[src/rtl/regfile_pkg.sv]
// Shared defaults and helpers for the register file scoreboard.
package regfile_pkg;

  localparam int DEF_DATA_W = 32;
  localparam int DEF_ADDR_W = 4;
  localparam int DEF_NUM_RD = 2;
  localparam int DEF_PEND_W = 2;

  // Largest value a pending-write counter of the given width can hold.
  function automatic int sat_limit(input int pend_w);
    return (32'sd1 <<< pend_w) - 32'sd1;
  endfunction

endpackage

[src/rtl/regfile_scoreboard_sb_counter.sv]
// One saturating pending-write counter: +1 on issue, -0..2 per cycle on
// write-back/cancel, clamped at both ends; underflow pulses when the net
// result would go below zero.
module sb_counter
  import regfile_pkg::*;
#(
  parameter int PEND_W = DEF_PEND_W
) (
  input  logic              clk,
  input  logic              rst,
  input  logic              inc,
  input  logic [1:0]        dec,
  output logic [PEND_W-1:0] count,
  output logic              underflow
);

  localparam logic [PEND_W+1:0] LIMIT = (PEND_W+2)'(sat_limit(PEND_W));

  logic [PEND_W-1:0] count_r;
  logic [PEND_W+1:0] sum_s;
  logic [PEND_W+1:0] dec_ext_s;
  logic [PEND_W+1:0] diff_s;
  logic [PEND_W-1:0] next_s;
  logic              uf_s;

  // Net update of increment and decrements with clamping at 0 and at the limit.
  always_comb begin
    sum_s     = {2'b00, count_r} + {{(PEND_W+1){1'b0}}, inc};
    dec_ext_s = {{PEND_W{1'b0}}, dec};
    diff_s    = sum_s - dec_ext_s;
    next_s    = count_r;
    uf_s      = 1'b0;
    if (sum_s < dec_ext_s) begin
      next_s = {PEND_W{1'b0}};
      uf_s   = 1'b1;
    end else if (diff_s > LIMIT) begin
      next_s = LIMIT[PEND_W-1:0];
    end else begin
      next_s = diff_s[PEND_W-1:0];
    end
  end

  // Counter state; reset discards outstanding counts immediately.
  always_ff @(posedge clk or negedge rst) begin
    if (!rst) begin
      count_r <= {PEND_W{1'b0}};
    end else begin
      count_r <= next_s;
    end
  end

  assign count     = count_r;
  assign underflow = uf_s;

endmodule

[src/rtl/regfile_scoreboard.sv]
// Register file with per-register pending-write scoreboard for decode stall.
// Optional build macro REGFILE_BYPASS_EN: a same-cycle write-back is forwarded
// to matching read ports and counts as already retired for the stall check.
module regfile_scoreboard
  import regfile_pkg::*;
#(
  parameter int DATA_W = DEF_DATA_W,
  parameter int ADDR_W = DEF_ADDR_W,
  parameter int NUM_RD = DEF_NUM_RD,
  parameter int PEND_W = DEF_PEND_W
) (
  input  logic                     clk,
  input  logic                     rst,
  input  logic [NUM_RD*ADDR_W-1:0] rd_addr,
  input  logic [NUM_RD-1:0]        rd_used,
  output logic [NUM_RD*DATA_W-1:0] rd_data,
  input  logic                     issue_en,
  input  logic [ADDR_W-1:0]        issue_dest,
  input  logic                     wb_en,
  input  logic [ADDR_W-1:0]        wb_addr,
  input  logic [DATA_W-1:0]        wb_data,
  input  logic                     cancel_en,
  input  logic [ADDR_W-1:0]        cancel_addr,
  output logic                     hazard,
  output logic [(2**ADDR_W)-1:0]   pending,
  output logic                     underflow
);

  localparam int                NUM_REG = 2**ADDR_W;
  localparam logic [PEND_W-1:0] CNT_MAX = PEND_W'(sat_limit(PEND_W));

  logic [DATA_W-1:0]  regs_r    [NUM_REG];
  logic [PEND_W-1:0]  cnt_s     [NUM_REG];
  logic [PEND_W-1:0]  eff_cnt_s [NUM_REG];
  logic [1:0]         dec_s     [NUM_REG];
  logic [NUM_REG-1:0] wb_hit_s;
  logic [NUM_REG-1:0] cancel_hit_s;
  logic [NUM_REG-1:0] inc_s;
  logic [NUM_REG-1:0] uf_s;
  logic               hazard_s;
  logic               issue_ok_s;
  logic               underflow_r;

  // Per-register decrement requests from write-back and cancel.
  always_comb begin
    for (int r = 0; r < NUM_REG; r++) begin
      wb_hit_s[r]     = wb_en & (wb_addr == ADDR_W'(r));
      cancel_hit_s[r] = cancel_en & (cancel_addr == ADDR_W'(r));
      dec_s[r]        = {1'b0, wb_hit_s[r]} + {1'b0, cancel_hit_s[r]};
    end
  end

  // Outstanding writes as seen by the stall check (bypass retires the current write-back).
  always_comb begin
    for (int r = 0; r < NUM_REG; r++) begin
`ifdef REGFILE_BYPASS_EN
      if (wb_hit_s[r] && (cnt_s[r] != {PEND_W{1'b0}})) begin
        eff_cnt_s[r] = cnt_s[r] - {{(PEND_W-1){1'b0}}, 1'b1};
      end else begin
        eff_cnt_s[r] = cnt_s[r];
      end
`else
      eff_cnt_s[r] = cnt_s[r];
`endif
    end
  end

  // Stall on a used source with an outstanding write, or on a saturated destination.
  always_comb begin
    hazard_s = 1'b0;
    for (int i = 0; i < NUM_RD; i++) begin
      hazard_s = hazard_s | (rd_used[i] &
                 (eff_cnt_s[rd_addr[i*ADDR_W +: ADDR_W]] != {PEND_W{1'b0}}));
    end
    hazard_s = hazard_s | (issue_en & (eff_cnt_s[issue_dest] == CNT_MAX));
  end

  // Accepted issue increments only the destination counter.
  always_comb begin
    issue_ok_s = issue_en & ~hazard_s;
    for (int r = 0; r < NUM_REG; r++) begin
      inc_s[r] = issue_ok_s & (issue_dest == ADDR_W'(r));
    end
  end

  for (genvar r = 0; r < NUM_REG; r++) begin : g_cnt
    sb_counter #(
      .PEND_W (PEND_W)
    ) u_cnt (
      .clk       (clk),
      .rst       (rst),
      .inc       (inc_s[r]),
      .dec       (dec_s[r]),
      .count     (cnt_s[r]),
      .underflow (uf_s[r])
    );
  end

  // Read ports: stored value, optionally overridden by a same-cycle write-back.
  always_comb begin
    rd_data = {(NUM_RD*DATA_W){1'b0}};
    for (int i = 0; i < NUM_RD; i++) begin
`ifdef REGFILE_BYPASS_EN
      rd_data[i*DATA_W +: DATA_W] =
        (wb_en && (rd_addr[i*ADDR_W +: ADDR_W] == wb_addr)) ?
        wb_data : regs_r[rd_addr[i*ADDR_W +: ADDR_W]];
`else
      rd_data[i*DATA_W +: DATA_W] = regs_r[rd_addr[i*ADDR_W +: ADDR_W]];
`endif
    end
  end

  // Pending flag per register.
  always_comb begin
    for (int r = 0; r < NUM_REG; r++) begin
      pending[r] = (cnt_s[r] != {PEND_W{1'b0}});
    end
  end

  // Register storage; write-back data lands even when its counter underflows.
  always_ff @(posedge clk or negedge rst) begin
    if (!rst) begin
      for (int r = 0; r < NUM_REG; r++) begin
        regs_r[r] <= {DATA_W{1'b0}};
      end
    end else if (wb_en) begin
      regs_r[wb_addr] <= wb_data;
    end else begin
      regs_r[wb_addr] <= regs_r[wb_addr];
    end
  end

  // Sticky underflow flag, cleared only by reset.
  always_ff @(posedge clk or negedge rst) begin
    if (!rst) begin
      underflow_r <= 1'b0;
    end else begin
      underflow_r <= underflow_r | (|uf_s);
    end
  end

  assign hazard    = hazard_s;
  assign underflow = underflow_r;

endmodule

[config.mk]
export PLATFORM = sky130hd
export DESIGN_NAME = regfile_scoreboard
export DESIGN_NICKNAME = d
export VERILOG_FILES = /design/src/rtl/regfile_pkg.sv /design/src/rtl/regfile_scoreboard_sb_counter.sv /design/src/rtl/regfile_scoreboard.sv
export SDC_FILE = /design/constraint.sdc
export NUM_CORES = 1
export LEC_CHECK = 0
export CAP_MARGIN = 5
export CORE_MARGIN = 5
export CORE_UTILIZATION = 25
export DETAILED_ROUTE_END_ITERATION = 16
export PLACE_DENSITY = 0.38
export SETUP_SLACK_MARGIN = 0.1
export SLEW_MARGIN = 20
export SYNTH_ARGS = -nofsm -noshare
export SYNTH_HDL_FRONTEND = slang
export SYNTH_SLANG_ARGS = --single-unit
[constraint.sdc]
create_clock -name clk -period 5.19 [get_ports clk]
set_clock_uncertainty 0.1 [all_clocks]
set_input_delay 1.038 -clock clk [delete_from_list [all_inputs] [get_ports clk]]
set_output_delay 1.038 -clock clk [all_outputs]
set_load 0.1 [all_outputs]
======== After elaboration in Yosys (flattened, before gate mapping) ========
Index checks and enable logic that the tools add are counted.
cells by class
  multiplexer cells ....................... 71
  reduce and logical (&&, ||, !) cells .... 23
  magnitude comparators ................... 37
  eq/ne operators ......................... 46
  add/sub/neg operators ................... 48
  bitwise gates (word level) .............. 60
operator list
  operator                                                                         count
  512-bit bitwise mux                                                              2
  512-bit two-way mux                                                              1
  32-bit binary-select mux with 4-bit select                                       3
  32-bit two-way mux                                                               7
  32-bit demux with 4-bit select                                                   1
  4-bit equality test, second input constant                                       24
  2-bit two-way mux                                                                38
  4-bit by 2-bit greater-than comparator with 1-bit output, second input constant  16
  4-bit by 2-bit < comparator with 1-bit output                                    16
  4-bit by 2-bit subtractor with 4-bit output                                      16
  1-bit AND                                                                        52
  2-bit by 1-bit adder with 3-bit output                                           16
  4-bit by 3-bit equality test with 1-bit output, second input constant            12
  2-bit nonzero test                                                               18
  1-bit by 1-bit adder with 2-bit output                                           16
  2-bit binary-select mux with 4-bit select                                        3
  4-bit by 2-bit equality test with 1-bit output, second input constant            6
  5-bit greater-or-equal comparator, second input constant                         4
  4-bit inverter with 5-bit output                                                 4
  1-bit two-way mux                                                                16
  16-bit OR reduction                                                              1
  4-bit by 1-bit equality test with 1-bit output, second input constant            3
  4-bit zero test                                                                  3
  5-bit by 1-bit < comparator with 1-bit output, second input constant             1
  other kinds (4)                                                                  6
word-level totals
  output and inout bits ................... 82
  flip-flop bits (word level) ............. 545
  bits of input ports ..................... 59
  word-level logic and storage cells ...... 318

======== Depth between registers and ports, before layout ========
Gate-level depths: netlist of run 1.
  depth in word-level cells ............... 16
  gate-level depth with buffers ........... 16
  gate-level depth less buffers ........... 13

======== Modules after synthesis ========
A second synthesis of run 1 with hierarchy kept.
unflattened totals
  cells, all modules ...................... 2,889
  area total of the unflattened synthesis .. 35,855.6 um^2
by module, submodules not included
  module              cells each  instances  area each (um^2)
  regfile_scoreboard  2,585       1          32,732.6
  sb_counter          19          16         195.2

======== Least setup slack after synthesis of run 1 ========
No wires, ideal clock.
  path type ............................... input to register
  start point ............................. input port rd_addr[7]
  end point ............................... register underflow_r, in the netlist underflow
  arrival time ............................ 4.383 ns
  setup time .............................. 0.138 ns
  buffers on the path ..................... 2
  cell stages on the path ................. 14
  setup slack ............................. 0.569 ns
  required time ........................... 4.952 ns
  path through ............................ buf_2 -> mux2_2 -> mux4_2 -> o211a_4 -> buf_6 -> nor4_2 -> ha_1 -> inv_1 -> ha_1 -> fa_1 -> ha_1 -> nor4_1 -> nand4_1 -> or4_1
between the ends
  longest elaborated chain between the ends .. 16
  elaborated cells between the ends (all ways) .. 76
  those cells by class .................... add/sub: 16; order compare: 16; mux: 19; bitwise: 23; reduce/logical: 2
RTL lines
  element                                                     RTL line                             source
  start, declared                                             regfile_scoreboard.sv:14             input logic [NUM_RD*ADDR_W-1:0] rd_addr,
  4-bit inverter with 5-bit output (implied by the code) (*)  regfile_scoreboard.sv:73             (eff_cnt_s[rd_addr[i*ADDR_W +: ADDR_W]] != {PEND_W{1'b0}}));
  2-bit binary-select mux with 4-bit select (*)               regfile_scoreboard.sv:73
  2-bit two-way mux (implied by the code) (*) (2 in a row)    regfile_scoreboard.sv:73
  2-bit nonzero test (*)                                      regfile_scoreboard.sv:73
  1-bit AND (*)                                               regfile_scoreboard.sv:72             hazard_s = hazard_s | (rd_used[i] &
  1-bit OR (*)                                                regfile_scoreboard.sv:72
  1-bit OR (*)                                                regfile_scoreboard.sv:75             hazard_s = hazard_s | (issue_en & (eff_cnt_s[issue_dest] == CNT_MAX));
  1-bit inverter (*)                                          regfile_scoreboard.sv:80             issue_ok_s = issue_en & ~hazard_s;
  1-bit AND (*)                                               regfile_scoreboard.sv:80
  1-bit AND                                                   regfile_scoreboard.sv:82             inc_s[r] = issue_ok_s & (issue_dest == ADDR_W'(r));
  2-bit by 1-bit adder with 3-bit output                      regfile_scoreboard_sb_counter.sv:28  sum_s = {2'b00, count_r} + {{(PEND_W+1){1'b0}}, inc};
  4-bit by 2-bit < comparator with 1-bit output               regfile_scoreboard_sb_counter.sv:33  if (sum_s < dec_ext_s) begin
  1-bit two-way mux                                           regfile_scoreboard_sb_counter.sv:33
  16-bit OR reduction (*)                                     regfile_scoreboard.sv:138            underflow_r <= underflow_r | (|uf_s);
  1-bit OR (*)                                                regfile_scoreboard.sv:138
  end signal, assigned                                        regfile_scoreboard.sv:138
  end, declared                                               regfile_scoreboard.sv:42             logic underflow_r;
Mark *: on every way between the ends. The rest lies on a longest branch, timed or not. The select of a mux whose other input is x is not followed.

======== Final worst setup path of run 1 ========
  start point ............................. input port rd_addr[3]
  end point ............................... register underflow_r, in the netlist underflow
Same word-level chain as after synthesis.

==> flow_metrics.tcl, run 1 <==
set metrics [dict create \
    syn_nets 3023 \
    required_ps 5590 \
    synth_warnings 0 \
    finalSetupViolations 0 \
    critPathMaxFanout 15 \
    wl_per_cell_um 26.7 \
    grt-ovfl-total 0 \
    grt_pass1_vias 26654 \
    nets 3088 \
    crit_path_top_delay_cell "mux4_2" \
    synth_edf_count 0 \
    synth_ff_type "dfrtp_1" \
    worstPathCellList "clkdlybuf4s50_1 > buf_4 > nor3_1 > a21oi_1 > mux4_2 > o211a_4 > nor4_2 > ha_1 > inv_1 > ha_1 > fa_1 > ha_1 > nor4_1 > buf_4 > nand4_1 > or4_1" \
    end_kind "flip-flop" \
    status "finished, final reports clean" \
    synthesis.area_sq_um 35400 \
    synth-seq-area-share 0.385 \
    power.leakage_nw 15.6 \
    fmax_mhz 208 \
    synthCells 2852 \
    clock_sinks 545 \
    fin_cells 4861 \
    netlist_top_cells_count "nor2_1 (552), dfrtp_1 (545), mux4_2 (462)" \
    path_clk_slew_ps 50 \
    antenna_found_initial 3 \
    drtIter0Drc 1941 \
    synth_area_leaders "dfrtp_1 (39%), mux4_2 (29%), nor2_1 (5.9%)" \
    cpMostUsedCell "ha_1" \
    synth-seq-cells 545 \
    cts_max_path_buffers 3 \
    syn2layout_area_growth_pct 18.0 \
    finalCritPeriodShare 0.925 \
    ioPinCount 141 \
    hold_viol_final 0 \
    clock-root-buffer "clkbuf_16" \
    syn_avg_cell_area_sq_um 12.4 \
    grt_max_degree 100 \
    cpLargestDelayFamily "simple AND/OR/NAND/NOR gates" \
    routed_wl_um 130000 \
    drv_cap 0 \
    critPathKind "in2reg" \
    grt_pass1_wl_um 191000 \
    die_y_um 386 \
    place_congestion 0.827 \
    fin_util 0.296 \
    yosysMostFrequentCell "nor2_1" \
    nFillCells 14236 \
    track_usage 0.175 \
    hold_class "in2async" \
    placed_cells 4734 \
    vias 25082 \
    synth_top_area_frac 0.385 \
    setup_ws_ps 391 \
    path_buf_inv 4 \
    start_util 0.251 \
    power.density_nw_per_um2 436 \
    drt-pass1-iter-count 5 \
    arrival_ps 5200 \
    post-dp-hpwl_um 77700 \
    row_count 138 \
    pre_cts_ws_ps -323 \
    rsz0062_at_grt "no" \
    drtAntennaViolNets 0 \
    slew_headroom 0.245 \
    fp.dieArea_sq_um 149000 \
    tightestPinTransition_ps 1130 \
    drcViolationCount 0 \
    finalMaxSlewViolations 0 \
    htreeDepth 3 \
    core_sq_um 141000 \
    drive_above_1_share 0.357 \
    cpPeakStageDelay_ps 490 \
    viasPerCell 5.16 \
    hold_buffers 0 \
    async_reset_ff_frac 1.00 \
    cp-start-kind "primary input" \
    synth_area_leader_cell "dfrtp_1" \
    tritoncts "built" \
    fin_crit_ps 4800 \
    ys_types 45 \
    portBuffers 140 \
    peakVddDrop_uv 236 \
    numCtsBuffers 71 \
    clock_latency_ps 640 \
    die_x_um 386 \
]
[report_power, final]
part	leakage, nW	switching, W	internal [W]
logic	8.43	0.00385	0.00313
registers	6.09	0.00107	0.00532
clock network	1.10	0.00203	0.00280
[cells in the final DEF (no fill, tap or decap), types with 16 or more instances in the layout]
| master | n |
|---|---|
| a21oi_1 | 350 |
| a21oi_2 | 211 |
| clkbuf_1 | 19 |
| buf_12 | 66 |
| clkdlybuf4s50_1 | 63 |
| fa_1 | 32 |
| inv_1 | 71 |
| dfrtp_1 | 545 |
| mux4_2 | 462 |
| clkbuf_16 | 71 |
| mux2i_1 | 64 |
| a21oi_4 | 31 |
| nor2_1 | 543 |
| ha_1 | 80 |
| buf_4 | 136 |
| and2_1 | 16 |
| o22ai_1 | 32 |
[kinds of logic (layout without fill, tap and decap cells)]
kind of cell | Yosys count | count (layout) | synth area share
AOI/OAI and AO/OA | 637 | 637 | 0.125
adders and majority gates | 112 | 112 | 0.0464
buffers and inverters | 352 | 469 | 0.0480
DFF | 545 | 545 | 0.385
muxes | 530 | 530 | 0.313
other | 0 | 2 | 0
and+or+nand+nor | 676 | 676 | 0.0819
[final timing paths]
kind                                               from           to  slack [ps]  cells past startpoint
worst max-delay path                         rd_addr[3]    underflow         390                     16
worst min-delay path                                rst  regs_r[375]         330                      1
worst max register to register  g_cnt[9].u_cnt.count[1]    underflow         630                     14
worst min register to register              regs_r[139]  regs_r[139]         460                      2
max in group asynchronous                           rst  regs_r[394]        3550                      2
min in group clk                            regs_r[139]  regs_r[139]         460                      2
[worst register-to-register path: cells and delay by family (launching register included)]
kind                     cells  cell delay, ps
multiplexers                 2             770
AO/OA/AOI/OAI                1             350
adder cells (fa/ha/maj)      4            1040
AND/OR/NAND/NOR              5            1490
buffers and inverters        2             200
flip-flops                   1             460
[what timing repair did]
action | CTS | global route
resized for setup | 0 | 4
setup buffers | 0 | 0
setup endpoints to repair | 0 | 1
[stage by stage]
step / cell area [sq um] / setup TNS [ps] / power, W / hold slack [ps]
detailed placement: 39500 / -323 / 0.0135 / 448
global placement: 39500 / -276 / 0.0133 / 434
finish: 41800 / 0 / 0.0182 / 329
CTS: 41700 / 0 / 0.0185 / 323
floorplan: 35400 / 0 / 0.0112 / 419
global route: 41800 / 0 / 0.0192 / 370
[cell type report]
| type | instances | area (sq um) | share of cell area |
|---|---|---|---|
| Antenna cell | 2 | 5.00 | 0.000120 |
| Sequential cell | 545 | 13600 | 0.327 |
| Timing Repair Buffer | 272 | 3070 | 0.0734 |
| Tap cell | 1890 | 2360 | 0.0566 |
| Inverter | 72 | 272 | 0.00650 |
| Clock buffer | 105 | 2050 | 0.0492 |
| Multi-Input combinational cell | 1955 | 20200 | 0.483 |
| Clock inverter | 20 | 176 | 0.00422 |
[layer usage]
metal	global-route usage	wire length [um]
met3	0.0310	7070
met4	0.0546	4010
met2	0.297	64000
met5	0	13
met1	0.229	54900
[sequential cells by signal, summed over array words and instances (netlist names)]
signal,flops
underflow,1
regs_r,512
g_cnt.u_cnt.count,32
Note: power is estimated with default switching activity, not from simulation.
==> inputs of run 2 (changes only) <==
--- a/config.mk
+++ b/config.mk
@@ -8,10 +8,12 @@
 export CAP_MARGIN = 5
 export CORE_MARGIN = 5
 export CORE_UTILIZATION = 25
+export CTS_CLUSTER_SIZE = 24
 export DETAILED_ROUTE_END_ITERATION = 16
 export PLACE_DENSITY = 0.38
 export SETUP_SLACK_MARGIN = 0.1
-export SLEW_MARGIN = 20
+export SLEW_MARGIN = 30
 export SYNTH_ARGS = -nofsm -noshare
 export SYNTH_HDL_FRONTEND = slang
 export SYNTH_SLANG_ARGS = --single-unit
+export TNS_END_PERCENT = 5
==> run 2 against run 1 <==
- worst setup slack lost 40 ps
- combinational power is essentially flat
- hold slack gained 14 ps
- final cell count is essentially flat
- sequential share of layout area shrank 0.085 points
- critical path depth is the same
- via count is the same
- fmax shrank 0.83%
- register-to-register slack gained 20 ps
- sequential power is essentially flat
- cell area grew 0.26%
- first-iteration DRC count shrank 2.0%
- highest routed layer unchanged
==> flow_metrics.tcl, run 2 (synthesis results as in run 1) <==
set metrics [dict create \
    drt-pass1-iter-count 5 \
    peakVddDrop_uv 296 \
    drtAntennaViolNets 0 \
    clock-root-buffer "clkbuf_16" \
    worstPathCellList "clkdlybuf4s50_1 > buf_4 > nor3_1 > a21oi_1 > mux4_2 > o211a_2 > nor4_2 > ha_1 > inv_1 > ha_1 > fa_1 > ha_1 > nor4_1 > buf_4 > nand4_1 > or4_1" \
    tritoncts "built" \
    fp.dieArea_sq_um 149000 \
    hold_class "in2async" \
    syn2layout_area_growth_pct 18.3 \
    path_buf_inv 4 \
    path_clk_slew_ps 60 \
    numCtsBuffers 70 \
    status "finished, final reports clean" \
    top_register "regs_r" \
    critPathKind "in2reg" \
    end_kind "flip-flop" \
    drv_cap 0 \
    critPathMaxFanout 15 \
    vias 25082 \
    clock_sinks 545 \
    cp-start-kind "primary input" \
    nFillCells 14222 \
    fin_tns_setup_ps 0 \
    cts_setup_buffers 0 \
    post-dp-hpwl_um 78000 \
    fmax_mhz 207 \
    htreeDepth 3 \
    cpLargestDelayFamily "simple AND/OR/NAND/NOR gates" \
    drtIter0Drc 1902 \
    crit_path_top_delay_cell "mux4_2" \
    hold_viol_final 0 \
    cpPeakStageDelay_ps 460 \
    track_usage 0.174 \
    final_cell_mix "dfrtp_1 (545), nor2_1 (543), mux4_2 (462)" \
    die_y_um 386 \
    routed_wl_um 130000 \
    grt-ovfl-total 0 \
    viasPerCell 5.16 \
    largest_register_ffs 512 \
    tightestPinTransition_ps 1000 \
    cpMostUsedCell "ha_1" \
    fin_util 0.297 \
    drive_above_1_share 0.356 \
    power.density_nw_per_um2 436 \
    rsz0062_at_grt "no" \
    start_util 0.251 \
    finalSetupViolations 0 \
    power.leakage_nw 15.7 \
    place_congestion 0.827 \
    arrival_ps 5230 \
    multiInputGateArea_sq_um 20200 \
    seqCellArea_sq_um 13600 \
    slew_headroom 0.328 \
    nets 3089 \
    drcViolationCount 0 \
    portBuffers 140 \
    grt_max_degree 100 \
    final_common_cell "dfrtp_1" \
    wl_per_cell_um 26.7 \
    clock_latency_ps 630 \
    die_x_um 386 \
    finalCritPeriodShare 0.932 \
    grt_pass1_vias 26851 \
    ioPinCount 141 \
    core_sq_um 141000 \
    fin_crit_ps 4840 \
    required_ps 5580 \
    cts_max_path_buffers 3 \
    finalMaxSlewViolations 0 \
    row_count 138 \
    grt_pass1_wl_um 191000 \
    antenna_found_initial 3 \
]
## run 2: changes by cell type in the layout (fill, tap and decap cells not counted), moves of 4 or more
cell / delta
buf_4: -8
buf_6: +8
clkinv_2: -5
inv_6: -5
clkbuf_16: +4
## run 2: repair_timing
item | 4_1_cts | 5_1_grt
endpoints found under the setup margin | 0 | 1
resized for setup | 0 | 3
hold buffers | 0 | 0
## run 2: layer usage
| layer | up-vias | part of all wire | GRT usage |
|---|---|---|---|
| li1 | 10790 | - | - |
| met1 | 13316 | 0.43 | 0.228 |
| met2 | 763 | 0.49 | 0.298 |
| met3 | 211 | 0.052 | 0.0287 |
| met5 | - | 0.000092 | 0 |
| met4 | 2 | 0.029 | 0.0518 |
## run 2: path summary, 6_finish.rpt
path                                          start           to  slack (ps)  depth (start not counted)
hold / removal                                  rst  regs_r[375]         340                          1
hold reg to reg                         regs_r[310]  regs_r[310]         460                          2
setup / recovery                         rd_addr[3]    underflow         350                         16
min in group clk                        regs_r[310]  regs_r[310]         460                          2
setup reg to reg           g_cnt[13].u_cnt.count[1]    underflow         650                         14
max in group asynchronous                       rst  regs_r[403]        3550                          2
## run 2: where the power goes
group / internal [W] / switching (W) / total (W) / leakage (nW)
clock network: 0.00292 / 0.00198 / 0.00490 / 1.11
registers: 0.00532 / 0.00108 / 0.00639 / 6.09
logic: 0.00313 / 0.00385 / 0.00698 / 8.46
## run 2: through the flow
| step | setup slack, ps | cell area [sq um] | hold WS [ps] | power [W] | cells |
|---|---|---|---|---|---|
| finish | 351 | 41900 | 344 | 0.0183 | 4857 |
| floorplan | 569 | 35400 | 419 | 0.0112 | 2852 |
| CTS | 344 | 41800 | 341 | 0.0185 | 4855 |
| global route | 105 | 41900 | 383 | 0.0193 | 4856 |
| detailed placement | -319 | 39500 | 448 | 0.0135 | 4735 |
| global placement | -276 | 39500 | 434 | 0.0133 | 4734 |
## run 2: layout make-up
class	instances	area share
clock buffer	109	0.0510
tap	1890	0.0565
clock inverter	11	0.00311
timing repair buffer	274	0.0753
sequential	545	0.326
multi-input combinational	1955	0.482
antenna	1	0.0000598
inverter	72	0.00649
## run 2: worst register-to-register path: cells and delay by family, from the launching register on
kind,cells,cell delay (ps)
buf+inv,2,220
simple gates,5,1440
compound gates,1,360
mux,2,790
fa+ha+maj,4,1030
flops,1,470
==> inputs of run 3 (changes only) <==
--- a/config.mk
+++ b/config.mk
@@ -10,6 +10,7 @@
 export CORE_UTILIZATION = 25
 export CTS_CLUSTER_SIZE = 24
 export DETAILED_ROUTE_END_ITERATION = 16
+export GPL_ROUTABILITY_DRIVEN = 0
 export PLACE_DENSITY = 0.38
 export SETUP_SLACK_MARGIN = 0.1
 export SLEW_MARGIN = 30
==> results of run 3 <==
Final layout, timing and power as in run 2 (identical DEF).
